File: src/rtl/pineball_motion_if.sv
// pineball_motion_if
//   Bundles the per-frame control inputs and the ball outputs of the
//   ball-motion engine.
//
//   Handshake: there is no valid/ready pair. frame_start is a one-clk
//   strobe from the VGA timing driver; launch, pause and paddle_x only
//   matter on the clk edge where frame_start=1. pineball_x/pineball_y/
//   state are valid one clk after that edge and hold until the next
//   strobe. bounce/miss are one-clk pulses in that same clk.
//
//   master : frame timing / game control side (drives the strobe and controls)
//   slave  : motion engine (drives position, state and event pulses)
interface pineball_motion_if;
  logic       frame_start;
  logic       launch;
  logic       pause;
  logic [9:0] paddle_x;
  logic [9:0] pineball_x;
  logic [9:0] pineball_y;
  logic [1:0] state;
  logic       bounce;
  logic       miss;

  modport master (
    output frame_start, launch, pause, paddle_x,
    input  pineball_x, pineball_y, state, bounce, miss
  );

  modport slave (
    input  frame_start, launch, pause, paddle_x,
    output pineball_x, pineball_y, state, bounce, miss
  );
endinterface

File: src/rtl/pineball_motion.sv
// pineball_motion
//   Ball-motion engine feeding the frame renderer. The ball position is
//   updated only on frame_start so the picture never tears mid-frame.
//   Handles wall reflection, a bottom paddle, a miss/respawn hold, pause
//   and launch.
//
// Ports:
//   clk  : system/pixel clock
//   rst  : asynchronous, active-high reset
//   bus  : pineball_motion_if.slave
//          in  frame_start, launch, pause, paddle_x[9:0]
//          out pineball_x[9:0], pineball_y[9:0] (top-left of ball)
//              state[1:0] (00 IDLE, 01 RUN, 10 PAUSE, 11 MISS)
//              bounce, miss (one-clk pulses)
module pineball_motion #(
  parameter logic [9:0] H_DISP      = 10'd640,
  parameter logic [9:0] V_DISP      = 10'd480,
  parameter int         SIZE        = 5,
  parameter int         STEP        = 2,
  parameter int         FRAME_DIV   = 1,
  parameter logic [9:0] START_X     = 10'd320,
  parameter logic [9:0] START_Y     = 10'd240,
  parameter logic [9:0] PADDLE_Y    = 10'd440,
  parameter logic [9:0] PADDLE_W    = 10'd64,
  parameter int         MISS_FRAMES = 60
) (
  input  logic               clk,
  input  logic               rst,
  pineball_motion_if.slave   bus
);

  typedef enum logic [1:0] {
    ST_IDLE  = 2'b00,
    ST_RUN   = 2'b01,
    ST_PAUSE = 2'b10,
    ST_MISS  = 2'b11
  } state_t;

  // Ball covers x..x+SIZE inclusive, so the last legal left column is
  // H_DISP-1-SIZE (same for rows).
  localparam int XMAX    = int'(H_DISP) - 1 - SIZE;
  localparam int YMAX    = int'(V_DISP) - 1 - SIZE;
  localparam int PAD_TOP = int'(PADDLE_Y) - SIZE - 1;

  localparam logic signed [10:0] XMAX_S = 11'(XMAX);
  localparam logic signed [10:0] YMAX_S = 11'(YMAX);
  localparam logic signed [10:0] STEP_S = 11'(STEP);
  localparam logic signed [10:0] SIZE_S = 11'(SIZE);
  localparam logic signed [10:0] PADY_S = 11'(int'(PADDLE_Y));
  localparam logic signed [10:0] PADW_S = 11'(int'(PADDLE_W));

  localparam logic [9:0] XMAX_U    = 10'(XMAX);
  localparam logic [9:0] YMAX_U    = 10'(YMAX);
  localparam logic [9:0] PAD_TOP_U = 10'(PAD_TOP);

  localparam int DIV_W = (FRAME_DIV > 1) ? $clog2(FRAME_DIV) : 1;
  localparam logic [DIV_W-1:0] DIV_LAST = DIV_W'(FRAME_DIV - 1);

  localparam int MISS_W = (MISS_FRAMES > 1) ? $clog2(MISS_FRAMES) : 1;
  localparam logic [MISS_W-1:0] MISS_LAST = MISS_W'(MISS_FRAMES - 1);

  // Registered state
  state_t              state_q, state_d;
  logic [9:0]          x_q, x_d;
  logic [9:0]          y_q, y_d;
  logic                dir_x_q, dir_x_d;   // 1 = right (+)
  logic                dir_y_q, dir_y_d;   // 1 = down (+)
  logic [DIV_W-1:0]    div_q, div_d;
  logic [MISS_W-1:0]   miss_cnt_q, miss_cnt_d;
  logic                bounce_q, bounce_d;
  logic                miss_q, miss_d;

  // Move evaluation
  logic                tick;
  logic signed [10:0]  x_s, y_s, nx, ny, pad_s;
  logic                hit_left, hit_right, hit_top, hit_paddle, hit_bottom;

  // ---------------------------------------------------------------------
  // FSM: state register
  // ---------------------------------------------------------------------
  always_ff @(posedge clk or posedge rst) begin
    if (rst) begin
      state_q <= ST_IDLE;
    end else if (bus.frame_start) begin
      state_q <= state_d;
    end
  end

  // ---------------------------------------------------------------------
  // Move tick and collision evaluation
  // ---------------------------------------------------------------------
  always_comb begin
    tick  = 1'b0;
    div_d = div_q;
    case (state_q)
      ST_IDLE: begin
        if (bus.launch) div_d = '0;
      end
      ST_RUN: begin
        // Pause wins over a pending move tick; the divider freezes too.
        if (!bus.pause) begin
          if (div_q == DIV_LAST) begin
            div_d = '0;
            tick  = 1'b1;
          end else begin
            div_d = div_q + DIV_W'(1);
          end
        end
      end
      default: ;
    endcase
  end

  always_comb begin
    x_s   = {1'b0, x_q};
    y_s   = {1'b0, y_q};
    pad_s = {1'b0, bus.paddle_x};
    nx    = dir_x_q ? (x_s + STEP_S) : (x_s - STEP_S);
    ny    = dir_y_q ? (y_s + STEP_S) : (y_s - STEP_S);

    hit_left  = (nx < 11'sd0);
    hit_right = (nx > XMAX_S);
    hit_top   = (ny < 11'sd0);
    // Paddle only catches a descending ball whose bottom edge crosses the
    // paddle's top row during this step, with any column overlap.
    hit_paddle = dir_y_q
              && ((y_s + SIZE_S) < PADY_S)
              && ((ny + SIZE_S) >= PADY_S)
              && ((nx + SIZE_S) >= pad_s)
              && (nx <= (pad_s + PADW_S - 11'sd1));
    hit_bottom = !hit_paddle && (ny > YMAX_S);
  end

  // ---------------------------------------------------------------------
  // Datapath next values (committed only on frame_start)
  // ---------------------------------------------------------------------
  always_comb begin
    x_d        = x_q;
    y_d        = y_q;
    dir_x_d    = dir_x_q;
    dir_y_d    = dir_y_q;
    miss_cnt_d = miss_cnt_q;
    bounce_d   = 1'b0;
    miss_d     = 1'b0;

    if (tick) begin
      // x and y reflections are independent; one bounce pulse covers both.
      bounce_d = hit_left | hit_right | hit_top | hit_paddle;

      if (hit_left) begin
        x_d     = '0;
        dir_x_d = 1'b1;
      end else if (hit_right) begin
        x_d     = XMAX_U;
        dir_x_d = 1'b0;
      end else begin
        x_d = nx[9:0];
      end

      if (hit_top) begin
        y_d     = '0;
        dir_y_d = 1'b1;
      end else if (hit_paddle) begin
        y_d     = PAD_TOP_U;
        dir_y_d = 1'b0;
      end else if (hit_bottom) begin
        y_d    = YMAX_U;
        miss_d = 1'b1;
      end else begin
        y_d = ny[9:0];
      end
    end

    if (state_q == ST_MISS) begin
      if (miss_cnt_q == MISS_LAST) begin
        miss_cnt_d = '0;
        x_d        = START_X;
        y_d        = START_Y;
        dir_x_d    = 1'b1;
        dir_y_d    = 1'b0;
      end else begin
        miss_cnt_d = miss_cnt_q + MISS_W'(1);
      end
    end
  end

  always_ff @(posedge clk or posedge rst) begin
    if (rst) begin
      x_q        <= START_X;
      y_q        <= START_Y;
      dir_x_q    <= 1'b1;
      dir_y_q    <= 1'b0;
      div_q      <= '0;
      miss_cnt_q <= '0;
      bounce_q   <= 1'b0;
      miss_q     <= 1'b0;
    end else begin
      // Event pulses last exactly the clk following the strobe.
      bounce_q <= 1'b0;
      miss_q   <= 1'b0;
      if (bus.frame_start) begin
        x_q        <= x_d;
        y_q        <= y_d;
        dir_x_q    <= dir_x_d;
        dir_y_q    <= dir_y_d;
        div_q      <= div_d;
        miss_cnt_q <= miss_cnt_d;
        bounce_q   <= bounce_d;
        miss_q     <= miss_d;
      end
    end
  end

  // ---------------------------------------------------------------------
  // FSM: next-state logic
  // ---------------------------------------------------------------------
  always_comb begin
    state_d = state_q;
    case (state_q)
      ST_IDLE:  if (bus.launch) state_d = ST_RUN;
      ST_RUN: begin
        if (bus.pause)                  state_d = ST_PAUSE;
        else if (tick && hit_bottom)    state_d = ST_MISS;
      end
      ST_PAUSE: if (!bus.pause) state_d = ST_RUN;
      ST_MISS:  if (miss_cnt_q == MISS_LAST) state_d = ST_IDLE;
      default:  state_d = ST_IDLE;
    endcase
  end

  // ---------------------------------------------------------------------
  // FSM: outputs
  // ---------------------------------------------------------------------
  always_comb begin
    bus.pineball_x = x_q;
    bus.pineball_y = y_q;
    bus.state      = state_q;
    bus.bounce     = bounce_q;
    bus.miss       = miss_q;
  end

endmodule

File: src/flat_wrapper.sv
// flat-port wrapper written by rule: the top's interface ports become plain ports
module pineball_motion_flat 
#(
  parameter logic [9:0] H_DISP      = 10'd640,
  parameter logic [9:0] V_DISP      = 10'd480,
  parameter int         SIZE        = 5,
  parameter int         STEP        = 2,
  parameter int         FRAME_DIV   = 1,
  parameter logic [9:0] START_X     = 10'd320,
  parameter logic [9:0] START_Y     = 10'd240,
  parameter logic [9:0] PADDLE_Y    = 10'd440,
  parameter logic [9:0] PADDLE_W    = 10'd64,
  parameter int         MISS_FRAMES = 60
)
  (clk, rst, bus_frame_start, bus_launch, bus_pause, bus_paddle_x, bus_pineball_x, bus_pineball_y, bus_state, bus_bounce, bus_miss);
  pineball_motion_if bus_i ();
  input  logic clk;
  input  logic rst;
  input wire logic [$bits(bus_i.frame_start)-1:0] bus_frame_start;
  input wire logic [$bits(bus_i.launch)-1:0] bus_launch;
  input wire logic [$bits(bus_i.pause)-1:0] bus_pause;
  input wire logic [$bits(bus_i.paddle_x)-1:0] bus_paddle_x;
  output wire logic [$bits(bus_i.pineball_x)-1:0] bus_pineball_x;
  output wire logic [$bits(bus_i.pineball_y)-1:0] bus_pineball_y;
  output wire logic [$bits(bus_i.state)-1:0] bus_state;
  output wire logic [$bits(bus_i.bounce)-1:0] bus_bounce;
  output wire logic [$bits(bus_i.miss)-1:0] bus_miss;
  assign bus_i.frame_start = bus_frame_start;
  assign bus_i.launch = bus_launch;
  assign bus_i.pause = bus_pause;
  assign bus_i.paddle_x = bus_paddle_x;
  assign bus_pineball_x = bus_i.pineball_x;
  assign bus_pineball_y = bus_i.pineball_y;
  assign bus_state = bus_i.state;
  assign bus_bounce = bus_i.bounce;
  assign bus_miss = bus_i.miss;
  pineball_motion #(.H_DISP(H_DISP), .V_DISP(V_DISP), .SIZE(SIZE), .STEP(STEP), .FRAME_DIV(FRAME_DIV), .START_X(START_X), .START_Y(START_Y), .PADDLE_Y(PADDLE_Y), .PADDLE_W(PADDLE_W), .MISS_FRAMES(MISS_FRAMES)) u_core (.clk(clk), .rst(rst), .bus(bus_i));
endmodule
File: config.mk
export PLATFORM = sky130hd
export DESIGN_NAME = pineball_motion_flat
export DESIGN_NICKNAME = d
export VERILOG_FILES = /design/src/rtl/pineball_motion_if.sv /design/src/rtl/pineball_motion.sv /design/src/flat_wrapper.sv
export SDC_FILE = /design/constraint.sdc
export NUM_CORES = 1
export LEC_CHECK = 0
export ABC_AREA = 0
export ABC_CLOCK_PERIOD_IN_PS = 3500
export CAP_MARGIN = 5
export CORE_AREA = 5 5 87 89
export CTS_CLUSTER_DIAMETER = 30
export DETAILED_ROUTE_END_ITERATION = 7
export DIE_AREA = 0 0 92 94
export PLACE_DENSITY = 0.77
export SYNTH_ARGS = -nofsm -noshare
export SYNTH_HDL_FRONTEND = slang
export SYNTH_SLANG_ARGS = --single-unit
export TNS_END_PERCENT = 20
File: constraint.sdc
create_clock -name clk -period 3.5 [get_ports clk]
set_input_delay 1.05 -clock clk [delete_from_list [all_inputs] [get_ports clk]]
set_output_delay 1.05 -clock clk [all_outputs]
set_load 0.005 [all_outputs]
==> out/summary.json <==
{
  "worst_setup_path": {
    "timing.critical_path.required_ns": 3.72,
    "critical_path_arrival_ns": 4.23,
    "path_class": "reg -> reg",
    "cp_max_fo": 8,
    "cp-start-kind": "register",
    "kind_of_end_point_of_the_critical_path": "register",
    "critPathLaunch": "u_core.dir_x_q$_DFFE_PP1P_",
    "regToRegStartpoint": "u_core.dir_x_q$_DFFE_PP1P_"
  },
  "route": {
    "vias": 3662,
    "ant_nets": 0,
    "vias_per_cell": 6.16,
    "route.final.wire_length_mm": 10.8,
    "detail_route.drc_violations": 0,
    "violation_count_after_the_first_detailed_routing_iteration": 212,
    "route.detailed.wl_per_inst_um": 18.1,
    "drt_pass1_iterations": 5
  },
  "sta": {
    "fin_crit_ns": 4.01,
    "post-route-worst-setup-slack_ns": -0.509,
    "rsz0062_at_grt": "yes",
    "maxSlewViolCount": 0,
    "holdWs_ns": 0.537,
    "max_freq_ghz": 0.249,
    "timing_hold_violations_final": 0,
    "slew_headroom_pct": 60.5,
    "period_share_pct": 115,
    "report.final.setup_viol": 12,
    "tightest_slew_ns": 0.578,
    "worst_clock_skew_ns": 0.00584
  },
  "clock_network": {
    "htree_num_levels": 2,
    "clk_transition_reported_paths_ns": 0.07,
    "cts_tree": "yes",
    "cts_made_buffers": 5,
    "cts.sink_count": 32,
    "root_buffer": "clkbuf_8",
    "ctsLongestPathBuffers": 2,
    "clock_insertion_delay_worst_skew_ns": 0.28,
    "hold_buffers": 0
  },
  "yosys": {
    "synthDominantAreaCellType": "dfrtp_1",
    "ys_ff_latch": 32,
    "mappedNetlistNets": 469,
    "post_synth_main_area_contributors": "dfrtp_1 18%, ha_1 17%, xnor2_1 5.7%",
    "seq_area_frac_synth_pct": 23.8,
    "asyncSetResetFlopFracSynth_pct": 100,
    "dominantRegCellSynth": "dfrtp_1",
    "netlist_instances": 407,
    "synthDistinctLibCells": 65,
    "synth.cell_area_um2": 3400,
    "ys_warn_count": 0,
    "synth.top_cell.area_share_pct": 18.4,
    "synthesis.area_per_instance_um2": 8.34,
    "synth-edff-count": 0
  },
  "die": {
    "die-width_um": 92,
    "start_util_pct": 50.8,
    "floorplan.die_area_um2": 8650,
    "coreArea_um2": 6680,
    "num_rows": 30,
    "die_h_um": 94,
    "ioPinCount": 39
  },
  "place": {
    "dpl.hpwl_mm": 7.34,
    "io_buffer_count": 38,
    "dp_area_um2": 4310,
    "finalWeightedCongestion": 0.946,
    "dp_worst_setup_slack_ns": -0.796
  },
  "cells_and_area": {
    "layout-area-overhead-vs-synth_pct": 42.0,
    "design_area_um2": 4820,
    "n_antenna_cell": 0,
    "final_core_util_pct": 72.2,
    "sequential_area_um2": 810,
    "nets": 575,
    "fillers": 482,
    "multiInputGateArea_um2": 2790,
    "layout-drive-gt1-share_pct": 27.8
  },
  "status": {
    "outcome": "complete, but fails checks",
    "failed_checks": "negative setup slack"
  },
  "grt": {
    "grt_pass1_vias": 3658,
    "overflow": 0,
    "antenna_violations_before_repair": 0,
    "globalRouteTotalUtil_pct": 23.9,
    "grt_first_pass_wirelength_mm": 16.9,
    "grt_max_degree": 33
  },
  "power_and_ir_drop": {
    "powerDensity_nw_per_um2": 1100,
    "power.ir.vdd_worst_mv": 0.452,
    "post-layout-total-power_mw": 5.32,
    "leakagePower_nw": 2.13
  },
  "job": {
    "maxCapViolCount": 0
  },
  "hold_path": {
    "timing.hold.worst.class": "reg -> reg",
    "min_from": "u_core.miss_cnt_q[0]$_DFFE_PP0P_"
  }
}
flip-flops by register name, indices dropped and copies added (netlist names):
name,flops
u_core.bus.pineball_y,10
u_core.dir_x_q,1
u_core.bus.miss,1
u_core.miss_cnt_q,6
u_core.dir_y_q,1
u_core.bus.state,2
u_core.bus.pineball_x,10
u_core.bus.bounce,1
per-stage QoR:
stage / TNS (ns) / cells
after CTS: -4.98 / 592
after detailed placement: -9.02 / 577
after global placement: -7.03 / 577
after global routing: -7.66 / 594
after floorplan: -1.76 / 407
final: -5.71 / 594
per-layer routing:
| layer | vias to the layer above | wire (um) | GRT usage, % |
|---|---|---|---|
| met5 | - | 0 | 0 |
| met4 | 0 | 410 | 9.16 |
| li1 | 1715 | - | - |
| met3 | 43 | 508 | 3.77 |
| met1 | 1759 | 4300 | 28.6 |
| met2 | 145 | 5560 | 43.0 |
power by group:
| part | total [mW] | switching, mW | internal (mW) |
|---|---|---|---|
| registers | 0.619 | 0.131 | 0.489 |
| logic | 4.34 | 2.27 | 2.07 |
| clock network | 0.356 | 0.145 | 0.211 |
| total | 5.32 | 2.54 | 2.77 |
what timing repair did:
item                                   CTS  global route
setup endpoints to repair               12            20
setup buffers                            6             2
gates resized for setup                 41            29
gates cloned                             1             0
endpoints found under the hold margin    0             0
pin swaps                               15            23
cell usage after synthesis, drive strengths merged, types with 6 or more instances:
cell type	count
a21o	9
a21oi	29
clkbuf	6
dfrtp	25
dfstp	7
ha	45
inv	29
nand2	39
nand2b	7
nand3	19
nand4	6
nor2	23
nor3	12
o21ai	29
xnor2	22
xor2	11
cell usage in the layout, fill, tap and decap left out, types with 3 or more instances in the layout:
| master | count |
|---|---|
| a21o_1 | 9 |
| a21oi_1 | 25 |
| a2bb2oi_2 | 4 |
| a31oi_1 | 5 |
| and2_1 | 4 |
| and3_1 | 3 |
| buf_4 | 64 |
| buf_6 | 3 |
| clkbuf_8 | 5 |
| clkdlybuf4s50_1 | 38 |
| dfrtp_1 | 25 |
| dfstp_2 | 7 |
| ha_1 | 36 |
| ha_2 | 3 |
| ha_4 | 6 |
| inv_1 | 25 |
| inv_2 | 3 |
| nand2_1 | 38 |
| nand2b_1 | 7 |
| nand3_1 | 18 |
| nand4_1 | 6 |
| nor2_1 | 21 |
| nor3_1 | 11 |
| nor4_1 | 3 |
| o211ai_1 | 4 |
| o21a_1 | 5 |
| o21ai_0 | 19 |
| o21ai_1 | 7 |
| o311ai_2 | 3 |
| xnor2_1 | 20 |
| xor2_1 | 7 |
| xor2_2 | 4 |
worst max-delay path, cell delays in order (launching register included):
cell	delay, ns
dfstp_2	0.55
clkinvlp_4	0.22
buf_6	0.19
ha_4	0.31
a21oi_4	0.08
o21bai_1	0.25
xor2_2	0.46
ha_1	0.36
o21a_1	0.13
nor2_1	0.11
a211oi_2	0.07
o41ai_4	0.25
o311ai_2	0.17
a221oi_2	0.28
and4_4	0.34
a2bb2oi_2	0.16
path summary, 6_finish.rpt:
check                           cells past startpoint                                    to  slack, ns
worst max-delay path                               15  u_core.bus.pineball_y[7]$_DFFE_PP1P_      -0.51
worst min-delay path                                1      u_core.miss_cnt_q[0]$_DFFE_PP0P_       0.54
worst max register to register                     15  u_core.bus.pineball_y[7]$_DFFE_PP1P_      -0.51
worst min register to register                      1      u_core.miss_cnt_q[0]$_DFFE_PP0P_       0.54
max in group asynchronous                           3  u_core.bus.pineball_x[6]$_DFFE_PP1P_       2.01
min in group asynchronous                           3  u_core.bus.pineball_y[8]$_DFFE_PP0P_       1.15
cell families after synthesis:
family | Yosys count | share of synthesized area (%)
adder cells (fa/ha/maj) | 47 | 17.8
XOR/XNOR | 33 | 8.73
AO/OA/AOI/OAI | 121 | 24.3
flip-flops | 32 | 23.8
multiplexers | 1 | 0.332
buffers and inverters | 36 | 4.20
AND/OR/NAND/NOR | 137 | 20.8
area by class of cell:
cell class	count	area share (%)
clock buffer	5	1.43
multi-input combinational	340	57.9
clock inverter	3	0.882
tap	80	2.08
inverter	29	2.34
sequential	32	16.8
timing repair buffer	105	18.6
(Power assumes the default switching activity.)
